### src/rtl/pwm_shadow_sched.sv
// Shadow-register update scheduler for the PWM carrier bank. Commits are held
// pending per channel and moved into the active period/compare registers on a
// qualifying, decimated carrier min/max event, on force, or when the carrier stops.
module pwm_shadow_sched #(
  parameter int NCH = 8,
  parameter int CW  = 16,
  parameter int EW  = 3
) (
  input  logic              clk,
  input  logic              rst_n,
  input  logic [NCH-1:0]    commit_i,
  input  logic [NCH-1:0]    force_i,
  input  logic [NCH-1:0]    ch_on_i,
  input  logic [2*NCH-1:0]  mask_mode_i,
  input  logic [EW*NCH-1:0] evt_div_i,
  input  logic [NCH-1:0]    int_en_i,
  input  logic [NCH-1:0]    int_clr_i,
  input  logic [NCH-1:0]    evt_min_i,
  input  logic [NCH-1:0]    evt_max_i,
  input  logic [CW*NCH-1:0] shd_period_i,
  input  logic [CW*NCH-1:0] shd_cmp_i,
  output logic [CW*NCH-1:0] act_period_o,
  output logic [CW*NCH-1:0] act_cmp_o,
  output logic [NCH-1:0]    load_stb_o,
  output logic [NCH-1:0]    pending_o,
  output logic [NCH-1:0]    int_flag_o,
  output logic              irq_o
);

  typedef enum logic {IDLE, ARMED} state_e;

  for (genvar i = 0; i < NCH; i++) begin : g_ch
    state_e        state_q, state_d;
    logic [EW-1:0] evt_cnt_q, evt_cnt_d;
    logic [CW-1:0] stg_period_q, stg_period_d, stg_cmp_q, stg_cmp_d;
    logic [CW-1:0] act_period_q, act_period_d, act_cmp_q, act_cmp_d;
    logic [CW-1:0] ld_period, ld_cmp;
    logic          load_stb_q, load_stb_d, int_flag_q, int_flag_d;
    logic          qual, do_load;

    // A min and a max in the same cycle collapse into a single qualifying event.
    assign qual = (evt_min_i[i] & ~mask_mode_i[2*i]) | (evt_max_i[i] & ~mask_mode_i[2*i+1]);

    always_comb begin
      // NOTE: every signal written here gets a default first so no path infers a latch.
      state_d      = state_q;
      evt_cnt_d    = evt_cnt_q;
      stg_period_d = stg_period_q;
      stg_cmp_d    = stg_cmp_q;
      act_period_d = act_period_q;
      act_cmp_d    = act_cmp_q;
      ld_period    = stg_period_q;
      ld_cmp       = stg_cmp_q;
      load_stb_d   = 1'b0;
      do_load      = 1'b0;

      if (commit_i[i]) begin
        evt_cnt_d = '0;
        if (ch_on_i[i]) begin
          stg_period_d = shd_period_i[i*CW +: CW];
          stg_cmp_d    = shd_cmp_i[i*CW +: CW];
          state_d      = ARMED;
        end else begin
          do_load   = 1'b1;
          ld_period = shd_period_i[i*CW +: CW];
          ld_cmp    = shd_cmp_i[i*CW +: CW];
        end
      end else if (state_q == ARMED) begin
        // The >= compare keeps a shrunk live divider from letting the counter wrap.
        if (force_i[i] || !ch_on_i[i] || (qual && (evt_cnt_q >= evt_div_i[i*EW +: EW])))
          do_load = 1'b1;
        else if (qual)
          evt_cnt_d = evt_cnt_q + EW'(1'b1);
      end

      if (do_load) begin
        act_period_d = ld_period;
        act_cmp_d    = ld_cmp;
        load_stb_d   = 1'b1;
        evt_cnt_d    = '0;
        state_d      = IDLE;
      end

      int_flag_d = int_flag_q;
      if (do_load && int_en_i[i]) int_flag_d = 1'b1;
      else if (int_clr_i[i])      int_flag_d = 1'b0;
    end

    // NOTE: staging registers are reset too, so a stale snapshot can never resurface.
    always_ff @(posedge clk or negedge rst_n) begin
      if (!rst_n) begin
        state_q      <= IDLE;
        evt_cnt_q    <= '0;
        stg_period_q <= '0;
        stg_cmp_q    <= '0;
        act_period_q <= '1;
        act_cmp_q    <= '0;
        load_stb_q   <= 1'b0;
        int_flag_q   <= 1'b0;
      end else begin
        // NOTE: sequential state uses non-blocking assignments only.
        state_q      <= state_d;
        evt_cnt_q    <= evt_cnt_d;
        stg_period_q <= stg_period_d;
        stg_cmp_q    <= stg_cmp_d;
        act_period_q <= act_period_d;
        act_cmp_q    <= act_cmp_d;
        load_stb_q   <= load_stb_d;
        int_flag_q   <= int_flag_d;
      end
    end

    assign act_period_o[i*CW +: CW] = act_period_q;
    assign act_cmp_o[i*CW +: CW]    = act_cmp_q;
    assign load_stb_o[i]            = load_stb_q;
    assign pending_o[i]             = (state_q == ARMED);
    assign int_flag_o[i]            = int_flag_q;
  end

  always_ff @(posedge clk or negedge rst_n) begin
    if (!rst_n) irq_o <= 1'b0;
    else        irq_o <= |int_flag_o;
  end

endmodule

### config.mk
export PLATFORM = sky130hd
export DESIGN_NAME = pwm_shadow_sched
export DESIGN_NICKNAME = d
export VERILOG_FILES = /design/src/rtl/pwm_shadow_sched.sv
export SDC_FILE = /design/constraint.sdc
export NUM_CORES = 1
export LEC_CHECK = 0
export BUFFER_PORTS_ARGS = -buffer_cell sky130_fd_sc_hd__buf_2
export CAP_MARGIN = 20
export CORE_AREA = 3 3 248 250
export DETAILED_ROUTE_END_ITERATION = 8
export DIE_AREA = 0 0 251 253
export PLACE_DENSITY = 0.79
export SLEW_MARGIN = 20
export SYNTH_ARGS = -nofsm -noshare
export SYNTH_HDL_FRONTEND = slang
export SYNTH_SLANG_ARGS = --single-unit
### constraint.sdc
create_clock -name clk -period 3.5 [get_ports clk]
set_input_delay 0.7 -clock clk [delete_from_list [all_inputs] [get_ports clk]]
set_output_delay 0.7 -clock clk [all_outputs]
set_load 0.05 [all_outputs]
==> metrics.cfg <==
[run_status]
status = finished, final reports clean

[cts]
postCtsSetupRepairBufs = 0
postCtsHoldBufs = 0
clockBufferDepth = 3
ctsRootBufferMaster = clkbuf_16
tritoncts = done
cts_buffers = 59
clock-sinks = 561
htreeDepth = 2
clock_insertion_delay_worst_skew_ns = 0.61
post_cts_resized = 0
clkTransAtPathRegs_ns = 0.06

[drt]
first_pass_iters = 4
antenna_left = 0
initialDrtViolationCount = 629
via_per_inst = 5.133
drt_wl_total_um = 65680
vias = 16290
drcViolationCount = 0
wl_per_cell_um = 20.69

[setup_path]
arrival_ns = 3.02
r2r-start = g_ch[5].evt_cnt_q[1]
worst-path-max-fanout = 21
r2r_setup_slack_ns = 0.97
rr_worst_depth = 6
crit_path_start_kind = register
r2r-end = g_ch[5].act_cmp_q[15]
worstSetupPathType = register to register
critPathRequiredTime_ns = 3.99
end_kind = register

[yosys]
yosys_warnings = 0
yosysTopAreaCell = dfrtp_1
synth-edff-count = 0
synth.distinct_cells = 50
async_flop_share_pct = 100.0
synth_seq_cells = 561
syn_nets = 2093
synth_top_flop_cell = dfrtp_1
yosys-top-cells-area = dfrtp_1 (42%), mux2_2 (29%), dfstp_2 (13%)
syn_inst = 1707
ys_seq_area_share_pct = 55.34
yosysMostFrequentCell = mux2_2
syn_area_per_cell_sq_um = 15.03
syn-cell-area_sq_um = 25660
synth_top_area_share_pct = 42.23
ys_top_cells_by_count = mux2_2 (667), dfrtp_1 (433), dfstp_2 (128), mux2_4 (81), inv_1 (49)

[cells_and_area]
drive_above_1_share_pct = 70.01
final_nets = 2719
regArea_sq_um = 14200
fillers = 4822
area_growth_pct = 24.10
multi_input_area_sq_um = 10760

[pwr]
leakage_nw = 14.62
clkPwrFrac_pct = 28.6
swShare_pct = 36.44
pwr_density_cell_nw_per_um2 = 725.5
seqPwrFrac_pct = 38.8
p_int_mw = 14.68
switchingPower_mw = 8.419
peakVddDrop_uv = 609.5
combinationalPowerShare_pct = 32.5

[flow_run]
drv_cap = 0

[die]
ios = 635
die_h_um = 253
die_x_um = 251
fp.coreArea_sq_um = 59240
die-area_sq_um = 63500
start_util_pct = 43.31
rows = 89

[timing]
final.setup.tns_ns = 0
period_needed_ns = 2.531
hold_viol = 0
rsz0062_at_grt = false
setup_viol = 0
fin_skew_ns = 0.01691
slew_headroom_pct = 29.71
worst_pin_slew_ns = 1.046
max_freq_mhz = 395.2
whs_ns = 0.1469
finalCritPeriodShare_pct = 72.30
slew_violations = 0

[place]
numPortBuffers = 634
gp_congestion = 0.8906
dpl.hpwl_um = 48740

[grt]
grt_pass1_vias = 18310
grt_usage_pct = 20.26
antenna_found_initial = 29
grt_max_degree = 84
grt_pass1_wl_um = 101600
grt-ovfl-total = 0

[worst_hold_path]
hold_class = primary input to asynchronous set/reset pin

[critical path: stages (launching register included)]
cell and delay, ns:
dfrtp_1 0.42, ha_1 0.29, o21a_1 0.16, a2111oi_4 0.10, a21oi_4 0.69, buf_4 0.43, mux2_4 0.33
[cells in the final DEF (no fill, tap or decap), types with 13 or more instances in the layout]
cell,synthesis,routed
buf_4,24,26
nor2b_1,20,20
o21ai_0,18,18
clkbuf_1,28,16
dfstp_2,128,128
inv_1,49,49
nand2b_1,26,24
nor2_1,16,16
buf_2,20,633
ha_1,32,32
diode_2,0,17
mux2_1,22,22
nand2_1,14,13
mux2_2,667,667
dfrtp_1,433,433
mux2_4,81,81
clkbuf_16,0,60
[cell families after synthesis]
group                      count (synthesis)  share of synthesized area [%]
AOI/OAI and AO/OA                         89                          2.892
adders and majority gates                 32                          1.560
buffers and inverters                    156                          3.023
DFF                                      561                          55.34
muxes                                    770                          34.98
and+or+nand+nor                           99                          2.209
[registers in the layout, indices dropped and copies added (netlist names)]
register           cells
irq_o                  1
g_ch.act_period_q    128
g_ch.load_stb_q        8
g_ch.act_cmp_q       128
g_ch.evt_cnt_q        24
g_ch.stg_cmp_q       128
g_ch.state_q           8
g_ch.int_flag_q        8
g_ch.stg_period_q    128
[how the worst max path moves through the flow]
| stage | end | cells past startpoint | startpoint |
|---|---|---|---|
| 6_report | g_ch[5].act_cmp_q[15] | 6 | g_ch[5].evt_cnt_q[1] |
| 5_1_grt | g_ch[5].act_cmp_q[15] | 6 | g_ch[5].evt_cnt_q[1] |
| 4_1_cts | g_ch[2].act_cmp_q[5] | 7 | g_ch[2].evt_cnt_q[0] |
| 3_5_place_dp | g_ch[5].act_cmp_q[15] | 8 | evt_div_i[17] |
| 3_3_place_gp | g_ch[5].act_cmp_q[15] | 8 | evt_div_i[16] |
| 2_1_floorplan | g_ch[3].act_cmp_q[10] | 6 | evt_div_i[9] |
[layer usage]
layer  vias to the layer above  share of wire, %  global-route usage [%]
li1                       7360                 -                       -
met1                      8206                37                   22.33
met2                       559                51                   36.40
met3                       147               8.2                   6.584
met4                        20               3.7                   7.790
met5                         -              0.23                       0
[per-stage QoR]
step	worst slack, ns	utilization, %	cells	power [mW]	instance area [sq um]
after floorplan	1.060	-	1707	14.53	25660
after global placement	0.5833	50.14	3044	16.36	29700
after detailed placement	0.5858	50.14	3044	16.61	29700
after CTS	0.9781	53.65	3156	23.32	31790
after global routing	0.8281	53.71	3165	24.02	31820
final	0.9693	53.75	3174	23.10	31840
[power groups by stage]
stage / Combinational [mW] / Clock (mW) / Sequential, mW
global route: 7.86 / 7.03 / 9.13
finish: 7.52 / 6.61 / 8.97
detailed placement: 7.55 / 0 / 9.06
global placement: 7.39 / 0 / 8.97
floorplan: 2.47 / 0 / 12.1
CTS: 7.58 / 6.76 / 8.98
[layout make-up]
| class | instances | area share (%) |
|---|---|---|
| sequential | 561 | 44.59 |
| multi-input combinational | 990 | 33.78 |
| timing repair buffer | 672 | 11.35 |
| clock buffer | 87 | 5.379 |
| tap | 773 | 3.037 |
| clock inverter | 25 | 1.155 |
| inverter | 49 | 0.5776 |
| antenna | 17 | 0.1336 |
Power figures use the tool's default switching activity.
